<file path="config.mk">
export PLATFORM = sky130hd
export DESIGN_NAME = instr_refill_ctrl_flat
export DESIGN_NICKNAME = d
export VERILOG_FILES = /design/src/rtl/instr_refill_if.sv /design/src/rtl/instr_refill_ctrl.sv /design/src/flat_wrapper.sv
export SDC_FILE = /design/constraint.sdc
export NUM_CORES = 1
export LEC_CHECK = 0
export ABC_AREA = 1
export BUFFER_PORTS_ARGS = -buffer_cell sky130_fd_sc_hd__buf_2
export CORE_AREA = 2 2 160 162
export DETAILED_ROUTE_END_ITERATION = 7
export DIE_AREA = 0 0 162 164
export PLACE_DENSITY = 0.66
export SLEW_MARGIN = 20
export SYNTH_ARGS = -nofsm -noshare
export SYNTH_HDL_FRONTEND = slang
export SYNTH_SLANG_ARGS = --single-unit
</file>
<file path="constraint.sdc">
create_clock -name clock -period 3.63 [get_ports clock]
set_input_delay 0.5445 -clock clock [delete_from_list [all_inputs] [get_ports clock]]
set_output_delay 0.5445 -clock clock [all_outputs]
set_load 0.005 [all_outputs]
</file>
<file path="src/rtl/instr_refill_if.sv">
// rtl/instr_refill_if.sv - memory read and cache write signal bundle for instr_refill_ctrl
//
// Groups the word-read request/response channel and the fetch-stage
// cache write / fault report signals.
//   master : the refill controller (drives requests, cache write, fault)
//   slave  : the memory system and fetch stage (drive ready and responses)
`ifndef VLEN
`define VLEN 32
`endif

interface instr_refill_if;
    logic                   mem_req_valid;
    logic                   mem_req_ready;
    logic [`VLEN-1:2]       mem_req_addr;
    logic                   mem_rsp_valid;
    logic [31:0]            mem_rsp_data;
    logic                   mem_rsp_error;
    logic [`VLEN-1:5]       cache_port_addr;
    logic [7:0][31:0]       cache_port_data;
    logic                   cache_port_set;
    logic                   fault;
    logic [`VLEN-1:5]       fault_vaddr;

    modport master (
        output mem_req_valid, mem_req_addr,
        input  mem_req_ready,
        input  mem_rsp_valid, mem_rsp_data, mem_rsp_error,
        output cache_port_addr, cache_port_data, cache_port_set,
        output fault, fault_vaddr
    );

    modport slave (
        input  mem_req_valid, mem_req_addr,
        output mem_req_ready,
        output mem_rsp_valid, mem_rsp_data, mem_rsp_error,
        input  cache_port_addr, cache_port_data, cache_port_set,
        input  fault, fault_vaddr
    );
endinterface

</file>
<file path="src/rtl/instr_refill_ctrl.sv">
// rtl/instr_refill_ctrl.sv - instruction cache line refill controller
//
// On a fetch miss, reads the 8-word line with up to MAX_OUTSTANDING word
// reads in flight, then writes the whole line into the fetch-stage cache,
// or reports an access fault if any word came back with an error.
//   clock, reset    : sole clock, synchronous active-high reset
//   stall           : holds the cache write / fault report pending
//   miss, miss_vaddr: fetch miss request and its line address
//   abort           : redirect/flush, abandons the current refill
//   busy            : high whenever a refill is in progress
//   bus             : memory request/response and cache write/fault signals
`ifndef VLEN
`define VLEN 32
`endif

module instr_refill_ctrl #(
    parameter int MAX_OUTSTANDING = 2
) (
    input  logic             clock,
    input  logic             reset,
    input  logic             stall,
    input  logic             miss,
    input  logic [`VLEN-1:5] miss_vaddr,
    input  logic             abort,
    output logic             busy,
    instr_refill_if.master   bus
);
    typedef enum logic [2:0] {IDLE, FETCH, DRAIN, WRITE, FAULT} state_t;

    localparam logic [3:0] MAX_OS = 4'(MAX_OUTSTANDING);

    state_t           state, state_next;
    logic [`VLEN-1:5] line_addr;
    logic [7:0][31:0] buffer;
    logic [3:0]       req_cnt, rsp_cnt;
    logic             err, aborted;
    logic [3:0]       in_flight;
    logic             rsp_take, rsp_fault, req_valid, req_fire, start;
    logic             set, flt;

    assign in_flight = req_cnt - rsp_cnt;
    assign start     = (state == IDLE) && miss && !abort;

    // Responses with nothing outstanding (e.g. stragglers after reset) are dropped.
    assign rsp_take  = bus.mem_rsp_valid && (req_cnt != rsp_cnt)
                       && (state == FETCH || state == DRAIN);
    assign rsp_fault = rsp_take && bus.mem_rsp_error;

    // An error beat blocks a request in its own cycle, not just from the next one.
    assign req_valid = (state == FETCH) && !abort && !err && !rsp_fault
                       && !req_cnt[3] && (in_flight < MAX_OS);
    assign req_fire  = req_valid && bus.mem_req_ready;

    assign bus.mem_req_valid   = req_valid;
    assign bus.mem_req_addr    = {line_addr, req_cnt[2:0]};
    assign bus.cache_port_set  = set;
    assign bus.cache_port_addr = line_addr;
    assign bus.cache_port_data = buffer;
    assign bus.fault           = flt;
    assign bus.fault_vaddr     = line_addr;

    always_ff @(posedge clock) begin
        if (reset) state <= IDLE;
        else       state <= state_next;
    end

    always_comb begin
        state_next = state;
        set        = 1'b0;
        flt        = 1'b0;
        busy       = (state != IDLE);
        case (state)
            IDLE: begin
                if (start) state_next = FETCH;
            end
            FETCH: begin
                if (abort || err || rsp_fault) state_next = DRAIN;
                else if (rsp_cnt == 4'd8)      state_next = WRITE;
            end
            DRAIN: begin
                // An abort anywhere in this refill suppresses the fault report.
                if (rsp_cnt == req_cnt)
                    state_next = (err && !aborted && !abort) ? FAULT : IDLE;
            end
            WRITE: begin
                set = !abort;
                if (abort || !stall) state_next = IDLE;
            end
            FAULT: begin
                flt = !abort;
                if (abort || !stall) state_next = IDLE;
            end
            default: state_next = IDLE;
        endcase
    end

    always_ff @(posedge clock) begin
        if (reset) begin
            req_cnt <= 4'd0;
            rsp_cnt <= 4'd0;
            err     <= 1'b0;
            aborted <= 1'b0;
        end else if (start) begin
            req_cnt <= 4'd0;
            rsp_cnt <= 4'd0;
            err     <= 1'b0;
            aborted <= 1'b0;
        end else begin
            if (req_fire) req_cnt <= req_cnt + 4'd1;
            if (rsp_take) begin
                rsp_cnt <= rsp_cnt + 4'd1;
                if (bus.mem_rsp_error) err <= 1'b1;
            end
            if (abort && (state == FETCH || state == DRAIN)) aborted <= 1'b1;
        end
    end

    // Line address and data buffer carry no reset; they are only read once written.
    always_ff @(posedge clock) begin
        if (start)    line_addr <= miss_vaddr;
        if (rsp_take) buffer[rsp_cnt[2:0]] <= bus.mem_rsp_data;
    end
endmodule

</file>
<file path="src/flat_wrapper.sv">
// flat-port wrapper written by rule: the top's interface ports become plain ports
module instr_refill_ctrl_flat 
#(
    parameter int MAX_OUTSTANDING = 2
)
  (clock, reset, stall, miss, miss_vaddr, abort, busy, bus_mem_req_valid, bus_mem_req_addr, bus_mem_req_ready, bus_mem_rsp_valid, bus_mem_rsp_data, bus_mem_rsp_error, bus_cache_port_addr, bus_cache_port_data, bus_cache_port_set, bus_fault, bus_fault_vaddr);
  instr_refill_if bus_i ();
  input  logic clock;
  input  logic reset;
  input  logic stall;
  input  logic miss;
  input  logic [`VLEN-1:5] miss_vaddr;
  input  logic abort;
  output logic busy;
  output wire logic [$bits(bus_i.mem_req_valid)-1:0] bus_mem_req_valid;
  output wire logic [$bits(bus_i.mem_req_addr)-1:0] bus_mem_req_addr;
  input wire logic [$bits(bus_i.mem_req_ready)-1:0] bus_mem_req_ready;
  input wire logic [$bits(bus_i.mem_rsp_valid)-1:0] bus_mem_rsp_valid;
  input wire logic [$bits(bus_i.mem_rsp_data)-1:0] bus_mem_rsp_data;
  input wire logic [$bits(bus_i.mem_rsp_error)-1:0] bus_mem_rsp_error;
  output wire logic [$bits(bus_i.cache_port_addr)-1:0] bus_cache_port_addr;
  output wire logic [$bits(bus_i.cache_port_data)-1:0] bus_cache_port_data;
  output wire logic [$bits(bus_i.cache_port_set)-1:0] bus_cache_port_set;
  output wire logic [$bits(bus_i.fault)-1:0] bus_fault;
  output wire logic [$bits(bus_i.fault_vaddr)-1:0] bus_fault_vaddr;
  assign bus_mem_req_valid = bus_i.mem_req_valid;
  assign bus_mem_req_addr = bus_i.mem_req_addr;
  assign bus_i.mem_req_ready = bus_mem_req_ready;
  assign bus_i.mem_rsp_valid = bus_mem_rsp_valid;
  assign bus_i.mem_rsp_data = bus_mem_rsp_data;
  assign bus_i.mem_rsp_error = bus_mem_rsp_error;
  assign bus_cache_port_addr = bus_i.cache_port_addr;
  assign bus_cache_port_data = bus_i.cache_port_data;
  assign bus_cache_port_set = bus_i.cache_port_set;
  assign bus_fault = bus_i.fault;
  assign bus_fault_vaddr = bus_i.fault_vaddr;
  instr_refill_ctrl #(.MAX_OUTSTANDING(MAX_OUTSTANDING)) u_core (.clock(clock), .reset(reset), .stall(stall), .miss(miss), .miss_vaddr(miss_vaddr), .abort(abort), .busy(busy), .bus(bus_i));
endmodule
</file>
==> qor.csv, run 1 <==
stage,metric,value,unit
run_status,outcome,"finished, final reports clean",
synthesis,synthesis.area,9870,sq um
placed_design,dpl-instance-area,12100,sq um
setup_path,cp.buffers_inverters,3,
setup_path,critical_path.max_stage_delay,0.41,ns
power_and_ir_drop,p_comb_frac,0.046,
global_routing,grt_pass1_vias,5317,
cts,cts_resized,0,
setup_path,reg2reg_from,u_core.rsp_cnt[2]$_SDFFE_PP0P_,
synthesis,yosysSeqAreaShare,0.888,
setup_path,arrival,2.46,ns
setup_path,cp-end-kind,output pin,
placed_design,dpl.hpwl,17.5,mm
global_routing,antenna_found_initial,0,
synthesis,synth_ff_type,edfxtp_1,
cts,tritoncts,done,
placed_design,placedCellCount,1174,
route,wl_per_cell,19.8,um
hold_path,holdPathStages,1,
setup_path,critPathTopFamily,adder cells,
route,drt_first_pass_iters,4,
placed_design,dp_slack,0.789,ns
setup_path,crit_path_frequent_cell,inv_1,
route,drt-total-wl,24.3,mm
cts,cts_buffer_depth,3,
synthesis,synth-adder-area-share,0.00964,
synthesis,postSynthNetCount,554,
setup_path,startpoint_type,flop,
timing,worst_pin_slew,0.653,ns
timing,final.setup.tns,0,ns
cts,cts_sinks,296,
synthesis,synth_xor_area_frac,0.00178,
synthesis,synth_compound_area_frac,0.00913,
power_and_ir_drop,ir_drop,0.439,mV
setup_path,worstPathMaxFanout,5,
setup_path,slowest_stage,fa_1,
cts,postCtsSetupRepairBufs,0,
timing,rsz0062_at_grt,false,
finish,final_nets,949,
synthesis,syn_inst,480,
finish,post-route-util,0.531,
route,remaining_drc_errors,0,
cts,cts-htree-levels,1,
cts,clkTransAtPathRegs,0.06,ns
finish,fin_cells,1226,
power_and_ir_drop,power,7.55,mW
global_routing,grt_first_pass_wirelength,33.6,mm
setup_path,crit_chain,inv_1 -> ha_1 -> inv_1 -> fa_1 -> nor2_1 -> o21ai_0 -> a21oi_1 -> nand2_1 -> nor2_4 -> buf_2,
timing,fin_skew,0.0121,ns
timing,fmax,333,MHz
hold_path,hold_path_end,u_core.bus.cache_port_addr[7]$_DFFE_PP_,
timing,max-slew-margin-rel,0.563,
cts,cts_buffers,29,
timing,slew_violations,0,
route,num_vias,5567,
synthesis,synth-simple-area-share,0.0408,
timing,setup_viol,0,
floorplanning,die_w,162,um
cts,clkLatencyLatePin,0.55,ns
synthesis,netlist.area_leader.share,0.861,
synthesis,synthTopCellsByArea,"edfxtp_1 86%, buf_4 4.3%, dfxtp_1 2.6%, nand2_1 1.1%, nand3_1 0.86%",
synthesis,synth_edf_count,283,
global_routing,grt_use_total,0.172,
route,ant_nets,0,
finish,syn_to_final_growth,33.6,%
timing,hold_slack,0.168,ns
setup_path,crit_type,reg2out,
timing,fin_crit,3.01,ns
hold_path,hp-start,miss_vaddr[7],
finish,drive_above_1_share,0.549,
cts,cts_root_buf,clkbuf_16,
route,drt-initial-drc-count,348,
power_and_ir_drop,p_int,6.04,mW
floorplanning,die_height,164,um
floorplanning,io_pins,411,
cts,cts_hold_buffers,0,
power_and_ir_drop,seq_power_share,0.508,
job,maxCapViolCount,0,
power_and_ir_drop,sw_frac_of_total,0.200,
power_and_ir_drop,switchingPower,1.51,mW
power_and_ir_drop,p_clk_frac,0.446,
synthesis,avgSynthCellArea,20.6,sq um
setup_path,cp.required,3.09,ns
floorplanning,core-area,24800,sq um
route,viasPerCell,4.54,
synthesis,synth_area_leader_cell,edfxtp_1,
global_routing,grt.overflow.total,0,
synthesis,ys_warn_count,0,
synthesis,synthMuxAreaShare,0,
synthesis,async_flop_share,0,
placed_design,place.gp.congestion,0.817,
floorplanning,rows,58,
floorplanning,die_area,26600,sq um
setup_path,r2r_end,u_core.bus.cache_port_data[12]$_DFFE_PP_,
synthesis,synth-seq-cells,296,
timing,fin_crit_sh,0.828,
global_routing,grt_max_degree,28,
timing,fin_ws,0.624,ns
floorplanning,initial_utilization,0.398,
setup_path,r2r_cells,10,
hold_path,min_path_type,in2reg,
power_and_ir_drop,p_leak,5.18,nW
timing,hold_viol_final,0,
placed_design,io_buffers,410,
power_and_ir_drop,powerDensity,573,nW/um^2
synthesis,ys_types,24,
finish,diodes,0,
finish,stdcell_area,13200,sq um
synthesis,synth_top_family_by_area,buffers and inverters,
setup_path,reg2reg_slack,0.82,ns
[cells in the mapped netlist (all sizes together), types with 2 or more instances]
master  number
ha           6
xor2         2
edfxtp     283
nand3       19
buf         57
o21ai        3
nor2        23
inv         20
nand2       34
a21oi       15
dfxtp       13
[cell type report]
class / instances / area [sq um]
fillers: 2060 / 11600
well taps: 330 / 413
multi-input cells: 107 / 658
clock inverters: 22 / 362
inverters: 20 / 75.1
clock buffers: 30 / 729
repair buffers: 421 / 2180
flip-flops and latches: 296 / 8760
[state kept, by name (all words and copies together) (netlist names)]
signal and count:
u_core.bus.cache_port_data 256, u_core.rsp_cnt 4, u_core.aborted 1, u_core.err 1, u_core.bus.cache_port_addr 27, u_core.req_cnt 4
u_core.state 3
[placed cells by master, fill, tap and decap left out, types with 2 or more instances in the layout]
| cell type | synthesis | layout |
|---|---|---|
| dfxtp_1 | 13 | 13 |
| nand2_2 | 3 | 3 |
| buf_4 | 57 | 7 |
| xor2_1 | 2 | 2 |
| nand3_1 | 17 | 17 |
| clkinvlp_4 | 0 | 4 |
| inv_1 | 19 | 19 |
| clkinv_1 | 0 | 2 |
| nor2_1 | 17 | 10 |
| o21ai_0 | 2 | 2 |
| nor2_4 | 2 | 9 |
| nor2_2 | 4 | 4 |
| edfxtp_1 | 283 | 283 |
| ha_1 | 6 | 6 |
| buf_2 | 0 | 410 |
| nand2_1 | 30 | 30 |
| bufinv_16 | 0 | 9 |
| buf_12 | 0 | 4 |
| a21oi_1 | 15 | 15 |
| clkinv_2 | 0 | 5 |
| clkbuf_16 | 0 | 29 |
[cells by family (layout without fill, tap and decap cells)]
group	after synthesis	after routing
buffers and inverters	77	493
and+or+nand+nor	80	80
AOI/OAI and AO/OA	18	18
DFF	296	296
adders and majority gates	7	7
xor gates and xnor gates	2	2
[worst max-delay path by stage]
stage,start,to,slack (ns),cells after the start
after global placement,u_core.rsp_cnt[2]$_SDFFE_PP0P_,u_core.bus.cache_port_data[9]$_DFFE_PP_,0.86,10
after global routing,u_core.req_cnt[0]$_SDFFE_PP0P_,bus_mem_req_valid,0.41,10
after CTS,u_core.req_cnt[0]$_SDFFE_PP0P_,bus_mem_req_valid,0.59,10
final,u_core.req_cnt[0]$_SDFFE_PP0P_,bus_mem_req_valid,0.62,10
after detailed placement,u_core.rsp_cnt[2]$_SDFFE_PP0P_,u_core.bus.cache_port_data[30]$_DFFE_PP_,0.79,10
after floorplan,u_core.rsp_cnt[2]$_SDFFE_PP0P_,u_core.bus.cache_port_data[0]$_DFFE_PP_,0.59,9
[routing by layer]
metal / wire (um) / GRT usage / vias up
met5: 0 / 0 / -
met4: 428 / 0.0422 / 0
met3: 1670 / 0.0338 / 31
met2: 13100 / 0.316 / 252
met1: 9120 / 0.209 / 2754
li1: - / - / 2530
[power by group through the flow]
stage / Combinational [mW] / Clock (mW) / Sequential [mW]
final: 0.350 / 3.37 / 3.83
after global routing: 0.386 / 3.58 / 3.84
after CTS: 0.355 / 3.44 / 3.83
after detailed placement: 0.354 / 0 / 3.91
after global placement: 0.348 / 0 / 3.90
after floorplan: 0.215 / 0 / 3.91
No activity file was read; power rests on OpenSTA's default activity.
==> inputs of run 2 (changes only) <==
--- a/config.mk
+++ b/config.mk
@@ -10,7 +10,7 @@
 export CORE_AREA = 2 2 160 162
 export DETAILED_ROUTE_END_ITERATION = 7
 export DIE_AREA = 0 0 162 164
-export PLACE_DENSITY = 0.66
+export PLACE_DENSITY = 0.69
 export SLEW_MARGIN = 20
 export SYNTH_ARGS = -nofsm -noshare
 export SYNTH_HDL_FRONTEND = slang
==> constraint.sdc (replaced) <==
create_clock -name clock -period 2.7 [get_ports clock]
set_input_delay 0.405 -clock clock [delete_from_list [all_inputs] [get_ports clock]]
set_output_delay 0.405 -clock clock [all_outputs]
set_load 0.005 [all_outputs]
==> run 2 against run 1 <==
  * Global-route usage is 0.17 points higher
  * Power increased by 25%
  * Wire length increased by 0.52%
  * Largest power group unchanged
  * Sequential cell count is the same
  * Clock skew shrank 0.0041 ns
  * Utilization down 0.32 points
  * Register-to-register slack got worse by 0.57 ns
  * Critical endpoint unchanged
  * Sequential power grew 34%
  * Cell area is 0.61% lower
  * First-iteration DRC count increased by 26%
==> qor.csv, run 2 (synthesized netlist as in run 1, its figures left out) <==
stage,metric,value,unit,change
floorplanning,die_height,164,um,unchanged
route,drt-initial-drc-count,438,,+26%
setup_path,arrival,2.19,ns,-0.27 ns
floorplanning,core-area,24800,sq um,unchanged
placed_design,dpl.hpwl,17.4,mm,-0.63%
timing,max-slew-margin-rel,0.731,,+0.167
global_routing,grt_use_total,0.174,,+0.00166
timing,fmax,385,MHz,
route,wl_per_cell,19.9,um,+0.36%
cts,cts_hold_buffers,0,,unchanged
job,maxCapViolCount,0,,unchanged
finish,diodes,0,,unchanged
power_and_ir_drop,p_leak,5.13,nW,-0.87%
setup_path,worstPathMaxFanout,4,,-1
timing,rsz0062_at_grt,true,,
route,ant_nets,0,,unchanged
route,drt-met1-wl,9.40,mm,+3.0%
global_routing,grt_pass1_vias,5228,,-1.7%
placed_design,place.gp.congestion,0.915,,+12%
timing,setup_viol,0,,unchanged
power_and_ir_drop,power,9.41,mW,+25%
route,drt_first_pass_iters,5,,+1
timing,hold_viol_final,0,,unchanged
setup_path,cp.required,2.30,ns,-0.79 ns
floorplanning,rows,58,,unchanged
timing,worst_pin_slew,0.403,ns,-0.250 ns
route,num_vias,5569,,+0.036%
global_routing,grt_first_pass_wirelength,33.9,mm,+0.86%
finish,most-common-layout-cells,"410 x buf_2, 283 x edfxtp_1, 30 x nand2_1, 29 x clkbuf_16",,
route,remaining_drc_errors,0,,unchanged
timing,fin_skew,0.00804,ns,-0.00406 ns
placed_design,dp_slack,0.261,ns,-0.528 ns
finish,final_common_cell,buf_2,,
timing,slew_violations,0,,unchanged
setup_path,cp-end-kind,output pin,,
route,met3_length,1.30,mm,-22%
timing,fin_crit_sh,0.961,,
hold_path,min_path_type,in2reg,,
setup_path,crit_type,reg2out,,
route,viasPerCell,4.54,,-0.13%
timing,fin_ws,0.105,ns,-0.518 ns
cts,cts-htree-levels,1,,unchanged
cts,clkTransAtPathRegs,0.06,ns,about the same
global_routing,grt_max_degree,30,,+7.1%
floorplanning,die_area,26600,sq um,unchanged
floorplanning,initial_utilization,0.398,,unchanged
setup_path,startpoint_type,flop,,
placed_design,io_buffers,410,,unchanged
cts,clkLatencyLatePin,0.54,ns,about the same
finish,fill_cells,2026,,-1.7%
floorplanning,io_pins,411,,unchanged
cts,cts_buffer_depth,3,,unchanged
route,met2_length,12.9,mm,-1.7%
global_routing,antenna_found_initial,0,,unchanged
finish,syn_to_final_growth,32.8,%,
finish,drive_above_1_share,0.553,,+0.00434
route,drt-total-wl,24.4,mm,+0.52%
cts,tritoncts,done,,
cts,cts_sinks,296,,unchanged
run_status,outcome,"finished, final reports clean",,
route,routed.top_layer,met4,,
timing,fin_crit,2.59,ns,
cts,cts_root_buf,clkbuf_16,,
cts,cts_buffers,29,,unchanged
power_and_ir_drop,ir_drop,0.362,mV,-18%
global_routing,grt.overflow.total,0,,unchanged
power_and_ir_drop,powerDensity,718,nW/um^2,+25%
finish,largest_register_ffs,256,,unchanged
finish,final_nets,952,,+0.32%
floorplanning,die_w,162,um,unchanged
-- run 2: cell count changes in the layout (fill, tap and decap cells not counted), moves of 2 or more --
cell	previous run	this run
bufinv_16	9	2
buf_12	4	9
clkinv_2	5	10
clkbuf_1	1	4
buf_4	7	5
dfxtp_1	13	11
inv_1	19	17
inv_4	0	2
-- run 2: worst paths after layout --
check / startpoint / endpoint / slack [ns] / cells after the start
worst max-delay path: u_core.rsp_cnt[0]$_SDFFE_PP0P_ / bus_mem_req_valid / 0.11 / 9
worst min-delay path: miss_vaddr[22] / u_core.bus.cache_port_addr[22]$_DFFE_PP_ / 0.04 / 1
worst max register to register: u_core.rsp_cnt[2]$_SDFFE_PP0P_ / u_core.bus.cache_port_data[157]$_DFFE_PP_ / 0.25 / 10
worst min register to register: u_core.aborted$_SDFFE_PP0P_ / u_core.aborted$_SDFFE_PP0P_ / 0.50 / 2
-- run 2: repair_timing --
action / in CTS / in global routing
setup buffers: 1 / 1
gates resized for setup: 1 / 10
endpoints found under the setup margin: 1 / 1
endpoints found under the hold margin: 0 / 0
pin swaps: 1 / 5
-- run 2: layout make-up --
cell class / instances / area [sq um] / area share
well taps: 330 / 413 / 0.0315
clock inverters: 18 / 160 / 0.0122
inverters: 20 / 80.1 / 0.00611
repair buffers: 424 / 2270 / 0.173
multi-input cells: 107 / 673 / 0.0514
flip-flops and latches: 296 / 8760 / 0.669
clock buffers: 33 / 741 / 0.0565
-- run 2: metal layers --
layer	vias up	global-route usage
met2	275	0.310
li1	2533	-
met3	52	0.0242
met4	0	0.0680
met5	-	0
met1	2709	0.216
-- run 2: through the flow --
step / TNS (ns) / instance area (sq um) / util / hold slack, ns / instances
after global placement: 0 / 12200 / 0.490 / 0.472 / 1175
after floorplan: -43.41 / 9870 / - / 0.438 / 480
final: 0 / 13100 / 0.528 / 0.0384 / 1228
after detailed placement: 0 / 12200 / 0.490 / 0.473 / 1175
after CTS: 0 / 13100 / 0.527 / 0.00371 / 1227
after global routing: -0.0135 / 13100 / 0.528 / 0.00593 / 1228
-- run 2: worst max-delay path, stage by stage (launching register included) --
cell and delay (ns):
dfxtp_2 0.39, ha_4 0.16, inv_4 0.03, fa_1 0.43, nor2_1 0.10, o21ai_1 0.06
a21oi_1 0.12, nand2_1 0.12, nor2_4 0.12, buf_2 0.11
-- run 2: power breakdown --
group | switching, mW | internal (mW)
clock | 1.62 | 2.16
sequential | 0.0477 | 5.11
combinational | 0.290 | 0.188
